[src/rtl/mmio_timer_if.sv]
// mmio_timer_if: data-memory bus seen by the mmio_timer responder.
// The CPU side drives the access; the timer returns read data and the
// combinational window-hit indication.
interface mmio_timer_if;
  logic        ce;
  logic        we;
  logic [31:0] addr;
  logic [3:0]  sel;
  logic [31:0] data_i;
  logic [31:0] data_o;
  logic        hit_o;

  modport master (
    output ce, we, addr, sel, data_i,
    input  data_o, hit_o
  );

  modport slave (
    input  ce, we, addr, sel, data_i,
    output data_o, hit_o
  );
endinterface

[src/rtl/mmio_timer.sv]
// mmio_timer: memory-mapped programmable down-counter with level interrupt.
// Register map (byte offsets in a 32-byte window):
//   0x00 CTRL   {IE, AUTO, EN}
//   0x04 LOAD   writing any byte also copies the new LOAD into COUNT
//   0x08 COUNT  read-only
//   0x0C STATUS {PEND}, write-1-to-clear
//   0x10 PRESCALE (16 bits) when MMIO_TIMER_PRESCALER_EN is defined
// Optional feature macro: MMIO_TIMER_PRESCALER_EN. When undefined, the
// timer ticks every cycle while EN=1 and offset 0x10 reads as zero.
module mmio_timer #(
  parameter logic [31:0] BASE_ADDR = 32'h2000_0000,
  parameter int          CNT_W     = 32
) (
  input  logic         clk,
  input  logic         rst,
  mmio_timer_if.slave  bus,
  output logic         int_o
);

  logic [2:0]       ctrl_q, ctrl_d;
  logic [CNT_W-1:0] load_q, load_d;
  logic [CNT_W-1:0] count_q, count_d;
  logic             pend_q, pend_d;

  logic             hit;
  logic [2:0]       reg_idx;
  logic             wr_ctrl, wr_load, wr_stat;
  logic [31:0]      load_merged;
  logic [CNT_W-1:0] load_wr_val;
  logic             tick;
  logic             expire;
  logic             unused_ok;

  function automatic logic [31:0] merge_bytes(input logic [31:0] old_v,
                                              input logic [31:0] new_v,
                                              input logic [3:0]  be);
    logic [31:0] r;
    r = old_v;
    for (int i = 0; i < 4; i++) begin
      if (be[i]) r[8*i +: 8] = new_v[8*i +: 8];
    end
    return r;
  endfunction

  assign hit       = bus.ce & (bus.addr[31:5] == BASE_ADDR[31:5]);
  assign bus.hit_o = hit;
  assign reg_idx   = bus.addr[4:2];
  assign unused_ok = &{1'b0, bus.addr[1:0]};

  assign wr_ctrl = hit & bus.we & (reg_idx == 3'd0) & bus.sel[0];
  assign wr_load = hit & bus.we & (reg_idx == 3'd1) & (|bus.sel);
  assign wr_stat = hit & bus.we & (reg_idx == 3'd3) & bus.sel[0];

  assign load_merged = merge_bytes(32'(load_q), bus.data_i, bus.sel);
  assign load_wr_val = CNT_W'(load_merged);

`ifdef MMIO_TIMER_PRESCALER_EN
  logic [15:0] presc_q, presc_d;
  logic [15:0] pcnt_q, pcnt_d;
  logic        wr_presc;
  logic [31:0] presc_merged;

  assign wr_presc     = hit & bus.we & (reg_idx == 3'd4) & (|bus.sel[1:0]);
  assign presc_merged = merge_bytes({16'h0, presc_q}, bus.data_i, bus.sel);
  assign tick         = ctrl_q[0] & (pcnt_q == presc_q);

  // Prescaler next state: wraps at PRESCALE, frozen while EN=0, restarts on write.
  always_comb begin
    presc_d = presc_q;
    pcnt_d  = pcnt_q;
    if (ctrl_q[0]) begin
      pcnt_d = (pcnt_q == presc_q) ? 16'h0 : pcnt_q + 16'h1;
    end
    if (wr_presc) begin
      presc_d = presc_merged[15:0];
      pcnt_d  = 16'h0;
    end
  end

  // Prescaler registers.
  always_ff @(posedge clk or negedge rst) begin
    if (!rst) begin
      presc_q <= 16'h0;
      pcnt_q  <= 16'h0;
    end else begin
      presc_q <= presc_d;
      pcnt_q  <= pcnt_d;
    end
  end
`else
  assign tick = ctrl_q[0];
`endif

  assign expire = tick & (count_q == '0);

  // Timer next state; bus writes are applied last so they win any collision.
  always_comb begin
    ctrl_d  = ctrl_q;
    load_d  = load_q;
    count_d = count_q;
    pend_d  = pend_q;

    if (tick) begin
      if (count_q == '0) begin
        if (ctrl_q[1]) count_d = load_q;
        else           ctrl_d[0] = 1'b0;
      end else begin
        count_d = count_q - CNT_W'(1);
      end
    end

    if (wr_stat && bus.data_i[0]) pend_d = 1'b0;
    // Expiry set has priority over a same-edge clear.
    if (expire) pend_d = 1'b1;

    if (wr_ctrl) ctrl_d = bus.data_i[2:0];
    if (wr_load) begin
      load_d  = load_wr_val;
      count_d = load_wr_val;
    end
  end

  // Timer state registers.
  always_ff @(posedge clk or negedge rst) begin
    if (!rst) begin
      ctrl_q  <= 3'b0;
      load_q  <= '0;
      count_q <= '0;
      pend_q  <= 1'b0;
    end else begin
      ctrl_q  <= ctrl_d;
      load_q  <= load_d;
      count_q <= count_d;
      pend_q  <= pend_d;
    end
  end

  assign int_o = pend_q & ctrl_q[2];

  // Zero-wait-state read mux; idle bus returns zero.
  always_comb begin
    bus.data_o = 32'h0;
    if (hit && !bus.we) begin
      unique case (reg_idx)
        3'd0: bus.data_o = {29'h0, ctrl_q};
        3'd1: bus.data_o = 32'(load_q);
        3'd2: bus.data_o = 32'(count_q);
        3'd3: bus.data_o = {31'h0, pend_q};
`ifdef MMIO_TIMER_PRESCALER_EN
        3'd4: bus.data_o = {16'h0, presc_q};
`endif
        default: bus.data_o = 32'h0;
      endcase
    end
  end

endmodule
[src/flat_wrapper.sv]
// flat-port wrapper written by rule: the top's interface ports become plain ports
module mmio_timer_flat 
#(
  parameter logic [31:0] BASE_ADDR = 32'h2000_0000,
  parameter int          CNT_W     = 32
)
  (clk, rst, int_o, bus_ce, bus_we, bus_addr, bus_sel, bus_data_i, bus_data_o, bus_hit_o);
  mmio_timer_if bus_i ();
  input  logic clk;
  input  logic rst;
  output logic int_o;
  input wire logic [$bits(bus_i.ce)-1:0] bus_ce;
  input wire logic [$bits(bus_i.we)-1:0] bus_we;
  input wire logic [$bits(bus_i.addr)-1:0] bus_addr;
  input wire logic [$bits(bus_i.sel)-1:0] bus_sel;
  input wire logic [$bits(bus_i.data_i)-1:0] bus_data_i;
  output wire logic [$bits(bus_i.data_o)-1:0] bus_data_o;
  output wire logic [$bits(bus_i.hit_o)-1:0] bus_hit_o;
  assign bus_i.ce = bus_ce;
  assign bus_i.we = bus_we;
  assign bus_i.addr = bus_addr;
  assign bus_i.sel = bus_sel;
  assign bus_i.data_i = bus_data_i;
  assign bus_data_o = bus_i.data_o;
  assign bus_hit_o = bus_i.hit_o;
  mmio_timer #(.BASE_ADDR(BASE_ADDR), .CNT_W(CNT_W)) u_core (.clk(clk), .rst(rst), .bus(bus_i), .int_o(int_o));
endmodule
[config.mk]
export PLATFORM = sky130hd
export DESIGN_NAME = mmio_timer_flat
export DESIGN_NICKNAME = d
export VERILOG_FILES = /design/src/rtl/mmio_timer_if.sv /design/src/rtl/mmio_timer.sv /design/src/flat_wrapper.sv
export SDC_FILE = /design/constraint.sdc
export NUM_CORES = 1
export LEC_CHECK = 0
export ABC_AREA = 1
export BUFFER_PORTS_ARGS = -buffer_cell sky130_fd_sc_hd__buf_2
export CELL_PAD_IN_SITES_DETAIL_PLACEMENT = 0
export CELL_PAD_IN_SITES_GLOBAL_PLACEMENT = 1
export CORE_MARGIN = 10
export CORE_UTILIZATION = 42
export CTS_BUF_LIST = sky130_fd_sc_hd__clkbuf_4 sky130_fd_sc_hd__clkbuf_8
export CTS_CLUSTER_DIAMETER = 40
export DETAILED_ROUTE_END_ITERATION = 8
export GPL_TIMING_DRIVEN = 0
export PLACE_DENSITY = 0.95
export SLEW_MARGIN = 5
export SYNTH_ARGS = -nofsm -noshare
export SYNTH_HDL_FRONTEND = slang
export SYNTH_SLANG_ARGS = --single-unit
[constraint.sdc]
create_clock -name clk -period 2.95 [get_ports clk]
set_clock_uncertainty 0.15 [all_clocks]
set_input_delay 0.1475 -clock clk [delete_from_list [all_inputs] [get_ports clk]]
set_output_delay 0.1475 -clock clk [all_outputs]
set_load 0.05 [all_outputs]
==> results.cfg, run 1 <==
[sta]
hold_viol = 0
period_needed_ps = 2490
worstMarginPinSlew_ps = 977.3
maxSlewHeadroom_pct = 34.85
clock.fmax_mhz = 401.6
slew_violations = 0
fin_hold_ws_ps = 18.61
rsz0062_at_grt = false
finalSetupTns_ps = 0
setup_violations = 0
post-route-period-util_pct = 84.41

[clock_network]
clock_sinks = 68
htreeDepth = 3
cts_tree = done
insertion_delay_ps = 370
path_clk_slew_ps = 70
cts_root_buffer = clkbuf_8
clockBufferDepth = 2
cts_buffers = 9
cts_setup_buffers = 0
post_cts_resized = 0
postCtsHoldBufs = 24

[synthesis]
syn-num-nets = 990
syn_inst = 916
synth_top_area_share_pct = 31.62
synth_edf_count = 0
synth_ff_type = dfrtp_1
synth_cell_types = 32
netlist_top_cells_area = dfrtp_1 (32%), nand2_1 (22%), nor2_1 (11%), o21ai_0 (7.6%), inv_1 (7.4%)
avgSynthCellArea_sq_um = 5.875
ys_seq_area_share_pct = 31.62
ys_ff_latch = 68
synth.most_common_cell = nand2_1
yosys.area.top_type = dfrtp_1
ys.warnings.count = 0
synth_area_sq_mm = 0.005381
synthArstFlopShare_pct = 100.0
synth_common_cells = nand2_1 (314), nor2_1 (153), inv_1 (106)

[place]
dp_hpwl_mm = 14.75
dp_cells = 1189
place_congestion = 0.9650
io_buffers = 100

[global_routing]
grt_max_degree = 37
grt_first_pass_wirelength_mm = 31.64
grt_pass1_vias = 6151
grt.total_usage_pct = 21.75
grt_overflow = 0
antenna_found_initial = 0

[power]
p_leak_nw = 3.511
fin_total_pwr_mw = 1.852
p_per_area_mw_per_mm2 = 283.4
max-vdd-ir-drop_mv = 0.1509

[worst_setup_path]
arrival_ps = 2590
required_ps = 3050
crit_type = register to register
cp_slowest_cell = dfrtp_1
path_cells = inv_1, ha_1, nand3_1, nor2_1, nand2_1, nor2_2, nand2_1, inv_1, nand2_1, nand4_1, nand2_1
critical_path.endpoint_type = register
cp-start-kind = register
cp_max_fo = 6
critical_path.max_stage_delay_ps = 400
path_common_cell = nand2_1

[die]
die_area_sq_mm = 0.01774
core_sq_mm = 0.01257
die_height_um = 133.2
start_util_pct = 42.82
ioPinCount = 106
rows = 41
dieWidth_um = 133.2

[final_layout]
syn_to_final_growth_pct = 21.46
n_antenna_cell = 0
fillers = 1353
layout-drive-gt1-share_pct = 14.49
instances_no_fill = 1228
final_nets = 1126

[detailed_routing]
via_count = 6244
drtIter0Drc = 589
wl_per_cell_um = 15.66
firstDrtPassIters = 5
viasPerCell = 5.085
drc = 0
wl_mm = 19.23
ant_nets = 0

[flow_run]
maxCapViolCount = 0

[status]
status = finished clean

[worst_hold_path]
min_path_type = input port to register
[cell families after synthesis]
logic type / Yosys count / share of synthesized area (%)
buffers and inverters: 143 / 10.67
adders and majority gates: 2 / 0.4649
and+or+nand+nor: 553 / 42.04
DFF: 68 / 31.62
AOI/OAI and AO/OA: 140 / 13.58
xor gates and xnor gates: 10 / 1.628
[cell usage in the layout, fill, tap and decap left out, types with 3 or more instances in the layout]
cell,instances
nand2_1,314
nor2_1,153
buf_2,111
inv_1,106
o21ai_0,82
dfrtp_1,68
nand3_1,48
a21oi_1,42
dlygate4sd3_1,24
clkbuf_1,18
nand4_1,17
clkbuf_8,11
xor2_1,8
nand2_2,5
o21ai_1,5
nor2_2,4
o211ai_1,4
nor2_4,3
inv_2,3
buf_4,3
nor3_1,3
a21oi_2,3
[registers in the layout (all words and copies together), names as in the netlist]
name            cells
u_core.count_q     32
u_core.ctrl_q       3
u_core.load_q      32
u_core.pend_q       1
[area by class of cell]
class / count / area, sq um / area share [%]
Clock inverter: 2 / 10.01 / 0.1531
Inverter: 109 / 409.1 / 6.260
Sequential cell: 68 / 1702 / 26.03
Timing Repair Buffer: 125 / 763.2 / 11.68
Clock buffer: 13 / 166.4 / 2.546
Multi-Input combinational cell: 705 / 3105 / 47.51
Buffer: 34 / 165.2 / 2.527
Tap cell: 172 / 215.2 / 3.292
[routing by layer]
| layer | wire length [um] | up-vias | global-route usage (%) |
|---|---|---|---|
| li1 | - | 3143 | - |
| met1 | 8634 | 2848 | 28.11 |
| met2 | 8766 | 231 | 35.53 |
| met3 | 1379 | 22 | 3.910 |
| met4 | 454 | 0 | 7.799 |
| met5 | 0 | - | 0 |
[through the flow]
step | setup slack, ps | util, % | instance area, sq um
after floorplan | 870.5 | - | 5381
after global placement | 529.2 | 48.51 | 6097
after detailed placement | 521.8 | 48.69 | 6120
after CTS | 517.0 | 52.01 | 6536
after global routing | 248.1 | 52.01 | 6536
final | 459.8 | 52.01 | 6536
[worst paths after layout]
check | from | cells past startpoint | endpoint | slack (ps)
setup / recovery | u_core.count_q[0]$_DFFE_PN0P_ | 11 | u_core.count_q[23]$_DFFE_PN0P_ | 460
hold / removal | bus_data_i[7] | 5 | u_core.count_q[7]$_DFFE_PN0P_ | 20
setup reg to reg | u_core.count_q[0]$_DFFE_PN0P_ | 11 | u_core.count_q[23]$_DFFE_PN0P_ | 460
hold reg to reg | u_core.load_q[17]$_DFFE_PN0P_ | 2 | u_core.load_q[17]$_DFFE_PN0P_ | 360
max in group asynchronous | rst | 3 | u_core.count_q[23]$_DFFE_PN0P_ | 1970
min in group asynchronous | rst | 2 | u_core.load_q[7]$_DFFE_PN0P_ | 120
[power by group]
group	switching (mW)	internal [mW]	leakage, nW	total, mW
logic	0.100	0.0794	2.61	0.180
registers	0.000000155	0.931	0.804	0.932
clock network	0.378	0.363	0.0961	0.741
[worst max-delay path, delay by kind of cell (launching register included)]
kind                     cells  cell delay [ps]
buffers and inverters        2              430
adder cells (fa/ha/maj)      1              230
AND/OR/NAND/NOR              8             1170
flip-flops                   1              400
Note: power is estimated with default switching activity, not from simulation.
==> run 2: changes to the inputs <==
- ABC_AREA: 1 -> 0
- CORE_UTILIZATION: 42 -> 43
- clock period: 2.95 -> 2.5 ns (I/O delays scaled with it)
==> results.cfg, run 2 <==
[place]
io_buffers = 101
dp_hpwl_mm = 12.61
dp_slack_ps = -693.6
place_congestion = 0.9180
dp_cells = 764

[worst_setup_path]
required_ps = 2610
cp_max_fo = 6
critical_path.endpoint_type = register
rr_endpoint = u_core.count_q[1]$_DFFE_PN0P_
arrival_ps = 2880
rr_startpoint = u_core.count_q[30]$_DFFE_PN0P_
r2r_slack_ps = -270
r2r_cells = 8
crit_type = register to register
cp-start-kind = register

[global_routing]
grt.total_usage_pct = 22.52
antenna_found_initial = 0
grt_pass1_vias = 5440
grt_first_pass_wirelength_mm = 29.40
grt_max_degree = 49
grt_overflow = 0

[die]
dieWidth_um = 125.1
die_area_sq_mm = 0.01565
die_height_um = 125.1
ioPinCount = 106
core_sq_mm = 0.01084
start_util_pct = 43.83
rows = 38

[detailed_routing]
viasPerCell = 6.436
drtIter0Drc = 691
ant_nets = 0
drc = 0
via_count = 5541
firstDrtPassIters = 5
wl_per_cell_um = 22.27
wl_mm = 19.17

[synthesis]
avgSynthCellArea_sq_um = 9.101
syn_inst = 522
ys.warnings.count = 0
synth_common_cells = dfrtp_1 (68), nor2_1 (61), mux2_2 (40)
netlist_top_cells_area = dfrtp_1 (36%), mux2_2 (9.5%), a22oi_1 (5.5%), nor2_1 (4.8%), mux2i_1 (4.6%)
synthArstFlopShare_pct = 100.0
ys_ff_latch = 68
ys_seq_area_share_pct = 35.82
synth_ff_type = dfrtp_1
syn-num-nets = 596
yosys.area.top_type = dfrtp_1
synth_top_area_share_pct = 35.82
synth_cell_types = 61
synth.most_common_cell = dfrtp_1
synth_edf_count = 0
synth_area_sq_mm = 0.004751

[clock_network]
cts_buffers = 9
clockBufferDepth = 2
htreeDepth = 3
path_clk_slew_ps = 80
cts_tree = done
insertion_delay_ps = 360
cts_root_buffer = clkbuf_8
clock_sinks = 68

[final_layout]
final_nets = 790
n_antenna_cell = 0
final_common_cell = buf_2
layout-drive-gt1-share_pct = 44.66
final_cell_mix = buf_2 (102), dfrtp_1 (65), mux2_2 (38)
fillers = 871
reg_top3 = u_core.count_q x32, u_core.load_q x32, u_core.ctrl_q x3
instances_no_fill = 861
finish.utilization_pct = 63.72
syn_to_final_growth_pct = 45.40

[status]
status = finished with violations
violations = setup timing

[sta]
slew_violations = 0
hold_viol = 0
clock.fmax_mhz = 361.2
worstMarginPinSlew_ps = 746.1
rsz0062_at_grt = true
period_needed_ps = 2769
setup_slack_ps = -268.7
setup_violations = 33
post-route-period-util_pct = 110.7
maxSlewHeadroom_pct = 50.26

[power]
max-vdd-ir-drop_mv = 0.2440
fin_total_pwr_mw = 2.237
p_leak_nw = 2.957
p_per_area_mw_per_mm2 = 323.9

[flow_run]
maxCapViolCount = 0

[worst_hold_path]
min_path_type = input port to async pin
==> run 2: changes by cell type in the layout (fill, tap and decap cells not counted), sizes merged, moves of 38 or more <==
| cell | before | now |
|---|---|---|
| buf | 117 | 162 |
| nand2 | 320 | 23 |
| o21ai | 87 | 18 |
| nand3 | 49 | 11 |
| nor2 | 160 | 61 |
| mux2 | 0 | 40 |
| inv | 109 | 4 |
==> run 2: report_power, final <==
| part | internal, mW | total (mW) | switching [mW] |
|---|---|---|---|
| registers | 1.10 | 1.10 | 0.000000109 |
| logic | 0.102 | 0.206 | 0.104 |
| clock network | 0.478 | 0.933 | 0.454 |
| total | 1.68 | 2.24 | 0.558 |
==> run 2: through the flow <==
stage	setup TNS [ps]	area, sq um	hold WS (ps)
2_1_floorplan	-3330	4932	-320.6
6_report	-6087	6908	51.40
3_3_place_gp	-24360	5613	224.3
4_1_cts	-6223	6665	60.18
5_1_grt	-7608	6908	89.43
3_5_place_dp	-26210	5643	-109.6
==> run 2: logic make-up (layout without fill, tap and decap cells) <==
kind of cell / count (synthesis) / in the layout / synth area share, %
xor+xnor: 12 / 12 / 2.212
compound gates: 141 / 142 / 20.83
simple gates: 191 / 191 / 21.62
buf+inv: 45 / 243 / 4.398
mux: 63 / 63 / 14.59
fa+ha+maj: 2 / 2 / 0.5266
flops: 68 / 68 / 35.82
==> run 2: final cells by class <==
type | count | area, sq um | area share [%]
multi-input cells | 410 | 3227 | 46.71
inverters | 5 | 18.77 | 0.2717
repair buffers | 186 | 1344 | 19.45
clock inverters | 5 | 52.55 | 0.7607
flip-flops and latches | 68 | 1705 | 24.69
plain buffers | 36 | 246.5 | 3.568
well taps | 140 | 175.2 | 2.536
clock buffers | 11 | 138.9 | 2.011
==> run 2: repair_timing <==
item / CTS / global route
setup endpoints to repair: 45 / 96
hold buffers: 33 / 0
resized for setup: 52 / 44
buffers inserted: 35 / 13
hold endpoints to repair: 122 / 0
pin swaps: 22 / 29
gates cloned: 3 / 1
==> run 2: how the worst max path moves through the flow <==
stage                                               from  depth (start not counted)                              to  slack (ps)
after global placement    u_core.count_q[17]$_DFFE_PN0P_                          7   u_core.count_q[9]$_DFFE_PN0P_        -670
after global routing      u_core.count_q[23]$_DFFE_PN0P_                          8   u_core.count_q[7]$_DFFE_PN0P_        -320
final                     u_core.count_q[30]$_DFFE_PN0P_                          8   u_core.count_q[1]$_DFFE_PN0P_        -270
after CTS                 u_core.count_q[15]$_DFFE_PN0P_                          8  u_core.count_q[25]$_DFFE_PN0P_        -270
after detailed placement  u_core.count_q[17]$_DFFE_PN0P_                          7   u_core.count_q[9]$_DFFE_PN0P_        -690
after floorplan           u_core.count_q[22]$_DFFE_PN0P_                          9  u_core.count_q[10]$_DFFE_PN0P_        -180
==> run 2: worst max-delay path: stages, from the launching register on <==
cell and delay (ps):
dfrtp_1 440, nor3_2 350, nand3_2 240, or4_4 660, o21ai_4 260, buf_6 170
buf_8 130, a21oi_2 60, a22oi_1 200
==> run 2: per-layer routing <==
metal | up-vias | global-route usage [%] | part of all wire (%)
met5 | - | 0 | 0
met2 | 409 | 36.35 | 46
met3 | 75 | 5.915 | 11
met4 | 0 | 9.350 | 3.8
met1 | 2661 | 27.91 | 39
li1 | 2396 | - | -
==> run 3: changes to the inputs <==
- CORE_UTILIZATION: 43 -> 46
- clock period: 2.5 -> 3.3 ns (I/O delays scaled with it)
==> results.cfg, run 3 (synthesis gave the netlist of run 2 again) <==
[status]
status = finished clean

[final_layout]
final_nets = 742
layout-drive-gt1-share_pct = 27.83
syn_to_final_growth_pct = 26.65
multi_input_area_sq_mm = 0.002870
fillers = 914
reg_top3 = u_core.count_q x32, u_core.load_q x32, u_core.ctrl_q x3
register_area_sq_mm = 0.001702
fin_area_sq_mm = 0.006017
n_antenna_cell = 0
final_cell_mix = buf_2 (105), dfrtp_1 (68), nor2_1 (61)
final_common_cell = buf_2

[place]
post_dp_cell_area_sq_mm = 0.005449
place_congestion = 0.9616
dp_hpwl_mm = 12.38
io_buffers = 101
dp_slack_ps = -221.0

[sta]
setup_slack_ps = 97.82
clock.fmax_mhz = 312.3
maxSlewHeadroom_pct = 18.51
worstMarginPinSlew_ps = 1222
rsz0062_at_grt = false
setup_violations = 0
hold_viol = 0
slew_violations = 0
post-route-period-util_pct = 97.04
finalSetupTns_ps = 0
period_needed_ps = 3202

[worst_setup_path]
cp_max_fo = 7
rr_startpoint = u_core.count_q[0]$_DFFE_PN0P_
r2r_slack_ps = 100
critPathLaunch = u_core.count_q[0]$_DFFE_PN0P_
critical_path.endpoint_type = register
r2r_cells = 8
cp-start-kind = register
rr_endpoint = u_core.count_q[28]$_DFFE_PN0P_
arrival_ps = 3350
crit_type = register to register
required_ps = 3440
endpoint = u_core.count_q[28]$_DFFE_PN0P_

[power]
p_per_area_mw_per_mm2 = 289.6
fin_total_pwr_mw = 1.743
p_leak_nw = 2.556
max-vdd-ir-drop_mv = 0.2303

[global_routing]
grt.total_usage_pct = 23.57
grt_pass1_vias = 5150
antenna_found_initial = 0
grt_max_degree = 36
grt_first_pass_wirelength_mm = 27.84
grt_overflow = 0

[clock_network]
clock_sinks = 68
cts_buffers = 9
insertion_delay_ps = 380
cts_root_buffer = clkbuf_8
htreeDepth = 3
clockBufferDepth = 2
cts_tree = done
path_clk_slew_ps = 80

[die]
die_area_sq_mm = 0.01479
ioPinCount = 106
rows = 37
die_height_um = 121.6
dieWidth_um = 121.6
core_sq_mm = 0.01018
start_util_pct = 46.65

[detailed_routing]
drtIter0Drc = 450
wl_per_cell_um = 21.65
firstDrtPassIters = 5
wl_mm = 17.49
drc = 0
via_count = 5125
viasPerCell = 6.343
ant_nets = 0

[worst_hold_path]
min_path_type = input port to register

[flow_run]
maxCapViolCount = 0
[run 3: changes by cell type in the layout (fill, tap and decap cells not counted), sizes merged]
cell,change
a21oi,-1
buf,-48
clkbuf,+5
clkinv,-3
clkinvlp,-1
dlygate4sd3,-1
[run 3: worst max-delay path: stages (launching register included)]
cell and delay [ps]:
dfrtp_1 450, inv_1 110, ha_1 220, nor4b_2 470, nand4_1 490, nor3_2 380, nor3_1 70, or4b_2 630
a22oi_1 150
[run 3: worst min path at each step]
stage	slack, ps	from	end	cells past startpoint
after CTS	10	bus_data_i[17]	u_core.load_q[17]$_DFFE_PN0P_	3
after global placement	260	bus_data_i[10]	u_core.load_q[10]$_DFFE_PN0P_	2
after floorplan	-280	rst	u_core.count_q[0]$_DFFE_PN0P_	0
final	5	bus_data_i[17]	u_core.load_q[17]$_DFFE_PN0P_	3
after detailed placement	4	rst	u_core.load_q[19]$_DFFE_PN0P_	1
after global routing	40	bus_data_i[17]	u_core.load_q[17]$_DFFE_PN0P_	3
[run 3: layer usage]
metal	global-route usage, %	vias to the layer above	routed length, um
met5	0	-	0
met4	6.110	0	239
met3	6.475	20	1860
met2	39.14	303	8275
met1	29.60	2514	7120
li1	-	2288	-
[run 3: area by class of cell]
cell class	count	area share [%]
clock inverters	1	0.4991
flip-flops and latches	68	28.28
inverters	5	0.3119
repair buffers	135	14.22
clock buffers	14	2.994
multi-input cells	409	47.70
well taps	136	2.828
plain buffers	40	3.161
[run 3: timing repair]
action,CTS,global route
hold buffers,32,0
buffers inserted,1,0
pin swaps,1,0
setup endpoints to repair,16,12
resized for setup,2,4
hold endpoints to repair,81,0
[run 3: power by group]
part           internal (mW)  switching (mW)  total, mW
combinational         0.0747          0.0751      0.150
clock                  0.424           0.336      0.760
sequential             0.833    0.0000000811      0.833
total                   1.33           0.411       1.74
[run 3: through the flow]
step | instances | utilization, % | hold slack [ps]
floorplan | 522 | - | -280.6
global placement | 759 | 53.28 | 264.3
detailed placement | 760 | 53.50 | 3.947
CTS | 808 | 58.89 | 12.03
global route | 808 | 59.08 | 38.85
finish | 808 | 59.08 | 4.790
